===== config.mk =====
export PLATFORM = sky130hd
export DESIGN_NAME = dual_issue_buffer
export DESIGN_NICKNAME = d
export VERILOG_FILES = /design/src/rtl/dual_issue_buffer.sv
export SDC_FILE = /design/constraint.sdc
export NUM_CORES = 1
export LEC_CHECK = 0
export ABC_AREA = 1
export ABC_CLOCK_PERIOD_IN_PS = 12000
export CAP_MARGIN = 10
export CORE_AREA = 2 2 253 305
export DETAILED_ROUTE_END_ITERATION = 10
export DIE_AREA = 0 0 255 307
export DONT_BUFFER_PORTS = 1
export PLACE_DENSITY = 0.6
export SYNTH_ARGS = -nofsm -noshare
export SYNTH_HDL_FRONTEND = slang
export SYNTH_SLANG_ARGS = --single-unit

===== constraint.sdc =====
create_clock -name clk -period 12 [get_ports clk]
set_input_delay 2.4 -clock clk [delete_from_list [all_inputs] [get_ports clk]]
set_output_delay 2.4 -clock clk [all_outputs]
set_load 0.01 [all_outputs]

===== src/rtl/dual_issue_buffer.sv =====
// Instruction buffer between fetch and decode: accepts a fetch pair per cycle, issues 0/1/2 to decode.
// Optional issue statistics counters are enabled with DUAL_ISSUE_BUFFER_STATS_EN.
module dual_issue_buffer #(
  parameter int DATA_WIDTH = 32,
  parameter int DEPTH      = 8
) (
  input  logic                    clk,
  input  logic                    rst,
  input  logic                    flush,
  input  logic                    in_valid,
  input  logic [DATA_WIDTH-1:0]   InstrA_in,
  input  logic [DATA_WIDTH-1:0]   InstrB_in,
  input  logic [DATA_WIDTH-1:0]   PC_in,
  output logic                    in_ready,
  input  logic                    dec_ready,
  output logic [DATA_WIDTH-1:0]   InstrA,
  output logic [DATA_WIDTH-1:0]   InstrB,
  output logic [DATA_WIDTH-1:0]   PCA,
  output logic [DATA_WIDTH-1:0]   PCB,
  output logic                    validA,
  output logic                    validB,
  output logic [$clog2(DEPTH):0]  count
`ifdef DUAL_ISSUE_BUFFER_STATS_EN
  ,
  output logic [31:0]             single_issue_cnt,
  output logic [31:0]             hazard_cnt
`endif
);

  localparam int AW = $clog2(DEPTH);
  localparam int CW = AW + 1;
  localparam logic [DATA_WIDTH-1:0] NOP = DATA_WIDTH'(32'h0000_0013);

  logic [DATA_WIDTH-1:0] mem_instr [DEPTH];
  logic [DATA_WIDTH-1:0] mem_pc    [DEPTH];

  logic [AW-1:0] head;
  logic [AW-1:0] tail;
  logic [AW-1:0] head_nx;
  logic [AW-1:0] tail_nx;
  logic [CW-1:0] cnt_q;

  logic [DATA_WIDTH-1:0] raw_a;
  logic [DATA_WIDTH-1:0] raw_b;
  logic [6:0]            a_op;
  logic [6:0]            b_op;
  logic                  a_writes_rd;
  logic                  b_reads_rs1;
  logic                  b_reads_rs2;
  logic                  hazard;
  logic                  ctrl_a;
  logic                  has_two;
  logic                  push;
  logic [1:0]            pop_cnt;

  assign head_nx = head + 1'b1;
  assign tail_nx = tail + 1'b1;

  assign count    = cnt_q;
  assign in_ready = cnt_q <= CW'(DEPTH - 2);
  assign push     = in_valid && in_ready && !flush;

  assign raw_a = mem_instr[head];
  assign raw_b = mem_instr[head_nx];
  assign a_op  = raw_a[6:0];
  assign b_op  = raw_b[6:0];

  assign a_writes_rd = (a_op inside {7'b0110011, 7'b0010011, 7'b0000011, 7'b0110111,
                                     7'b0010111, 7'b1101111, 7'b1100111})
                       && (raw_a[11:7] != 5'd0);
  assign b_reads_rs1 = !(b_op inside {7'b0110111, 7'b0010111, 7'b1101111});
  assign b_reads_rs2 = b_op inside {7'b0110011, 7'b0100011, 7'b1100011};

  assign hazard = a_writes_rd &&
                  ((b_reads_rs1 && (raw_b[19:15] == raw_a[11:7])) ||
                   (b_reads_rs2 && (raw_b[24:20] == raw_a[11:7])));

  // Younger slot holds back until the control-flow instruction in A resolves.
  assign ctrl_a = a_op inside {7'b1100011, 7'b1101111, 7'b1100111};

  // Valids come only from count, so stale storage is never presented.
  assign has_two = cnt_q >= CW'(2);
  assign validA  = cnt_q != '0;
  assign validB  = has_two && !hazard && !ctrl_a;

  assign InstrA = validA ? raw_a          : NOP;
  assign PCA    = validA ? mem_pc[head]   : '0;
  assign InstrB = validB ? raw_b          : NOP;
  assign PCB    = validB ? mem_pc[head_nx] : '0;

  assign pop_cnt = !dec_ready ? 2'd0 : (validB ? 2'd2 : (validA ? 2'd1 : 2'd0));

  always_ff @(posedge clk or negedge rst) begin
    if (!rst) begin
      head  <= '0;
      tail  <= '0;
      cnt_q <= '0;
    end else if (flush) begin
      head  <= '0;
      tail  <= '0;
      cnt_q <= '0;
    end else begin
      head  <= head + AW'(pop_cnt);
      if (push) begin
        tail <= tail + AW'(2);
      end
      cnt_q <= cnt_q + (push ? CW'(2) : CW'(0)) - CW'(pop_cnt);
    end
  end

  always_ff @(posedge clk) begin
    if (push) begin
      mem_instr[tail]    <= InstrA_in;
      mem_pc[tail]       <= PC_in;
      mem_instr[tail_nx] <= InstrB_in;
      mem_pc[tail_nx]    <= PC_in + DATA_WIDTH'(4);
    end
  end

`ifdef DUAL_ISSUE_BUFFER_STATS_EN
  // Counts cycles where a second instruction was available but held back.
  always_ff @(posedge clk or negedge rst) begin
    if (!rst) begin
      single_issue_cnt <= '0;
      hazard_cnt       <= '0;
    end else if (dec_ready && validA && !validB && has_two) begin
      single_issue_cnt <= single_issue_cnt + 32'd1;
      if (hazard) begin
        hazard_cnt <= hazard_cnt + 32'd1;
      end
    end
  end
`endif

endmodule


Word-level counts from Yosys, hierarchy flattened:

Memories as Yosys holds them, arrays and structs flattened.
Cells that the tools add are included.

* $add $sub $neg: 7
* multiply operators: 0
* div/mod/pow operators: 0
* magnitude comparators: 2
* equality and inequality tests: 16
* shifts and indexed selects: 0
* mux-type cells: 14
* bitwise operators: 0
* reduce and logical (&&, ||, !) cells: 20

Operators with widths (count)
* $mux 32: 4
* $eq 7x6->1 const B: 5
* $eq 7x7->1 const B: 5
* $add 32x3->32 const B: 1
* $eq 7x5->1 const B: 3
* $eq 5x5->1: 2
* $mux 3: 3
* $reduce_bool 3->1: 3
* $logic_and 1x1->1: 8
* $eq 7x2->1 const B: 1
* $reduce_bool 7->1: 1
* $add 3x1->3 const B: 2
* $mux 2: 3
* $reduce_bool 5->1: 1
* $add 4x2->4: 1
* $ge 4x2->1 const B: 1
* $le 4x3->1 const B: 1
* $logic_not 1->1: 4
* $mux 4: 1
* $reduce_bool 4->1: 1
* $sub 4x2->4: 1
* $add 3x2->3: 1
* $add 3x2->3 const B: 1
* $mux 1: 3
* 2 further kinds: 2

* bits in registers: 10
* latch bits: 0
* memory bits (writable): 512
* bits in read-only memories: 0
* bits of input ports: 101
* output and inout bits: 135
* word-level logic and storage cells: 64
* memories: 2

Memory list
* mem_instr: words 8, width 32, read ports 2, clocked after memory_dff 0, wr ports 2, RTL line 34 `logic [DATA_WIDTH-1:0] mem_instr [DEPTH];`
* mem_pc: words 8, width 32, read ports 2, clocked after memory_dff 0, wr ports 2, RTL line 35 `logic [DATA_WIDTH-1:0] mem_pc [DEPTH];`

Logic depth before layout (Yosys ltp):

An unclocked memory read counts as a cell.

* depth after elaboration: 15
* depth in mapped cells: 24
* mapped depth without buffers: 22

Least setup slack after synthesis:

No wires, ideal clock.

* path kind: input-to-reg
* from: input port flush
* to: memory mem_instr[6][0], enable pin
* library setup time: 0.578 ns
* data arrival time: 7.325 ns
* data required time: 11.422 ns
* slack: 4.097 ns
* stages on the path: 2
* buffers on the path: 1
* path through: clkbuf_1 nor3b_1

RTL lines
* start, declared: RTL line 9 `input logic flush,`
* end, declared: RTL line 34

Final worst setup path:

* from: register head[0]
* to: output port InstrB[31]

* longest elaborated chain between the ends: 12
* elaborated cells on any way between the ends: 34
* those cells by class: add/sub: 1; eq/ne: 16; mux: 1; reduce/logical: 15; memory: 1

Ends and longest elaborated chain
* start, declared: RTL line 37 `logic [AW-1:0] head;`
* start signal, assigned: RTL line 103 `head <= head + AW'(pop_cnt);`
* $add 3x1->3: RTL line 56 `assign head_nx = head + 1'b1;`
* $mem_v2 8x32 (*)
* $eq 7x6->1, or another cell as far along: RTL line 71 `assign b_reads_rs1 = !(b_op inside {7'b0110111, 7'b0010111, 7'b1101111});`
* $reduce_bool 3->1: RTL line 71
* $logic_not 1->1: RTL line 71
* $logic_and 1x1->1: RTL line 75 `((b_reads_rs1 && (raw_b[19:15] == raw_a[11:7])) ||`
* $logic_or 1x1->1: RTL line 75
* $logic_and 1x1->1: RTL line 74 `assign hazard = a_writes_rd &&`
* $logic_not 1->1: RTL line 84 `assign validB = has_two && !hazard && !ctrl_a;`
* $logic_and 1x1->1 (2 in series): RTL line 84
* $mux 32 (*): RTL line 88 `assign InstrB = validB ? raw_b : NOP;`
* end, declared: RTL line 17 `output logic [DATA_WIDTH-1:0] InstrB,`

Every way passes the cells marked *; elsewhere a longest branch is shown, timed or not.

==> metrics.md <==
| Metric | Value |
|---|---|
| Max Root-Sink Buffers | `3` |
| Core Box Area | `75,690 um^2` |
| Post-synth top area share | `51.43%` |
| Max Slew Vio Count | `0` |
| Die area | `78,290 um^2` |
| Final HPWL DP | `55,110 um` |
| Seq cells post-synth | `521` |
| Largest net degree at the start of global routing | `281` |
| Htree depth | `2` |
| Global Route Usage Sum | `22.90%` |
| Static Leak | `11.53 nW` |
| Most frequent cells after synthesis | `nand2_1, o21ai_0, edfxtp_1` |
| Worst-Skew Late Latency | `0.65 ns` |
| Post-route ant nets | `0` |
| Period utilisation layout | `63.83%` |
| CP endpoint kind | `output port` |
| I/O Buffers | `0` |
| Initial antenna violation count | `2` |
| Area leader, netlist | `edfxtp_1` |
| Vias | `24,030` |
| Most used cell, CP | `nand2_1` |
| HP Class | `reg -> reg` |
| Starting Density | `39.49%` |
| Critical path buffer and inverter count | `3` |
| Status | `finished, final reports clean` |
| CP delay by family, top | `simple AND/OR/NAND/NOR gates` |
| Netlist cell types | `37` |
| Grt total ovfl | `0` |
| Final WS setup | `4.340 ns` |
| Top-count cell post-synth | `nand2_1` |
| Antenna Cells | `0` |
| Crit-path slowest cell | `dfrtp_4` |
| Die span in x | `255 um` |
| # DRC | `0` |
| Syn Nets | `3,672` |
| Hold buffers post-CTS | `0` |
| Clock buffer count from CTS | `57` |
| # fillers | `7,411` |
| # Max-Cap Violations | `0` |
| Final hold viol count | `0` |
| RSZ-0062 raised after global routing | `no` |
| Root buf cell | `clkbuf_16` |
| Max Freq | `130.6 MHz` |
| Min cycle time layout | `7.660 ns` |
| Final instance area | `31,840 um^2` |
| Post-CTS Resized | `0` |
| Critical path class | `reg -> out` |
| Synth async-reset ratio | `1.727%` |
| CTS tree | `built` |
| Final-report setup violation count | `0` |
| Inst Count DP | `4,273` |
| Syn avg cell area | `8.406 um^2` |
| Drt initial violations | `1,940` |
| Slew @ Worst Pin | `1.257 ns` |
| Sink Count | `521` |
| Critical Path, Cell by Cell | `ha_4 -> inv_4 -> buf_4 -> nand3_1 -> nand3_1 -> nand2_1 -> nand2_1 -> nand2_1 -> inv_1 -> nand2_1 -> nor2_1 -> nand2_1 -> nand2_1 -> nand2_4 -> nand2_8 -> nor2_1` |
| Die H | `307 um` |
| Routed vias/inst | `5.488` |
| Startpoint Class | `register` |
| CP peak stage delay | `0.90 ns` |
| Top-Level Pins | `236` |
| Crit Path Max Fanout | `74` |
| Dpl ws | `5.003 ns` |
| Ranking of synthesized cells by area | `edfxtp_1, o21ai_0, nand2_1, a21oi_1, inv_1` |
| Setup TNS | `0 ns` |
| First drt pass iteration count | `6` |
| Synth Flop Type | `edfxtp_1` |
| Worst-path clk slew | `0.07 ns` |
| VDD IR max | `0.0001457 V` |
| Fin cells | `4,379` |
| Max Clock Skew | `0.03814 ns` |
| Cell area after synthesis | `29,890 um^2` |
| First-pass GRT wire length | `136,000 um` |
| Synthesized instance count | `3,556` |
| Placer Congestion | `0.8217` |
| Hold Slack | `0.6681 ns` |
| Cell Area, Placed | `29,980 um^2` |
| Yosys warnings | `0` |
| Worst endpoint required time | `9.60 ns` |
| Arr. time, crit path | `5.26 ns` |
| Number of flops mapped to enable cells by yosys | `512` |
| DRT Wirelength | `91,230 um` |
| Total power | `7.618 mW` |
| Post-layout util | `42.06%` |
| Drt wl/cell | `20.83 um` |
| Post-CTS Setup Bufs | `0` |
| Share of cells above drive strength 1 | `5.473%` |
| Core Rows | `111` |
| Power density over the cells | `239.3 nW/um^2` |
| Vias in the first global route | `22,620` |
| Layout area overhead | `6.513%` |
| Max-slew headroom | `16.21%` |
| Sequential fraction of the synthesis area | `52.19%` |
| Fin nets | `3,431` |
final cells by class:
cell class / count / area (um^2) / area share [%]
sequential: 521 / 15610 / 49.02
timing repair buffer: 30 / 250.2 / 0.7859
tap: 1017 / 1272 / 3.997
multi-input combinational: 2330 / 11400 / 35.82
clock inverter: 38 / 371.6 / 1.167
clock buffer: 68 / 1488 / 4.672
inverter: 375 / 1445 / 4.539
kinds of logic after synthesis:
family	synth area share, %
AOI/OAI and AO/OA	20.79
and+or+nand+nor	15.44
buffers and inverters	9.761
DFF	52.19
xor gates and xnor gates	1.113
adders and majority gates	0.7032
power breakdown:
group          internal (mW)  total, mW  leakage [nW]  switching (mW)
logic                  0.971       3.63          5.87            2.66
registers               2.13       2.22          4.76          0.0893
clock network          0.996       1.77         0.897           0.769
layout by cell type (no fill, tap or decap), drive strengths merged, types with 9 or more instances in the layout:
master  count
nand4       9
ha         12
clkbuf     68
xor2       31
a31oi      99
edfxtp    512
nand3     145
nand2     798
a21oi     280
buf        30
inv       376
a32oi      42
nor2      162
dfrtp       9
clkinv     27
o211ai     59
o21ai     662
nor3        9
state kept, by name, indices dropped and copies added, names as in the netlist:
| register | count |
|---|---|
| mem_pc | 256 |
| tail | 2 |
| count | 4 |
| mem_instr | 256 |
| head | 3 |
worst paths after layout:
check                      startpoint          to  slack (ns)  depth (start not counted)
setup / recovery              head[0]  InstrB[31]        4.34                         16
hold / removal                tail[2]     tail[2]        0.67                          2
setup reg to reg              head[0]    count[3]        6.50                         22
hold reg to reg               tail[2]     tail[2]        0.67                          2
max in group asynchronous         rst     head[1]       10.44                          0
min in group asynchronous         rst     head[0]        1.47                          0
per-layer routing:
metal / vias to the layer above / routed length (um) / global-route usage, %
li1: 11690 / - / -
met1: 11330 / 36440 / 27.70
met2: 818 / 44480 / 39.41
met3: 185 / 6918 / 4.969
met4: 4 / 3359 / 9.180
met5: - / 31 / 0
worst reg2reg max path: cells and delay by family (launching register included):
family	cells	cell delay, ns
XOR/XNOR	1	0.15
adder cells (fa/ha/maj)	4	1.55
buffers and inverters	4	1.39
flip-flops	1	0.90
AND/OR/NAND/NOR	13	1.41
No activity file was read; power rests on OpenSTA's default activity.
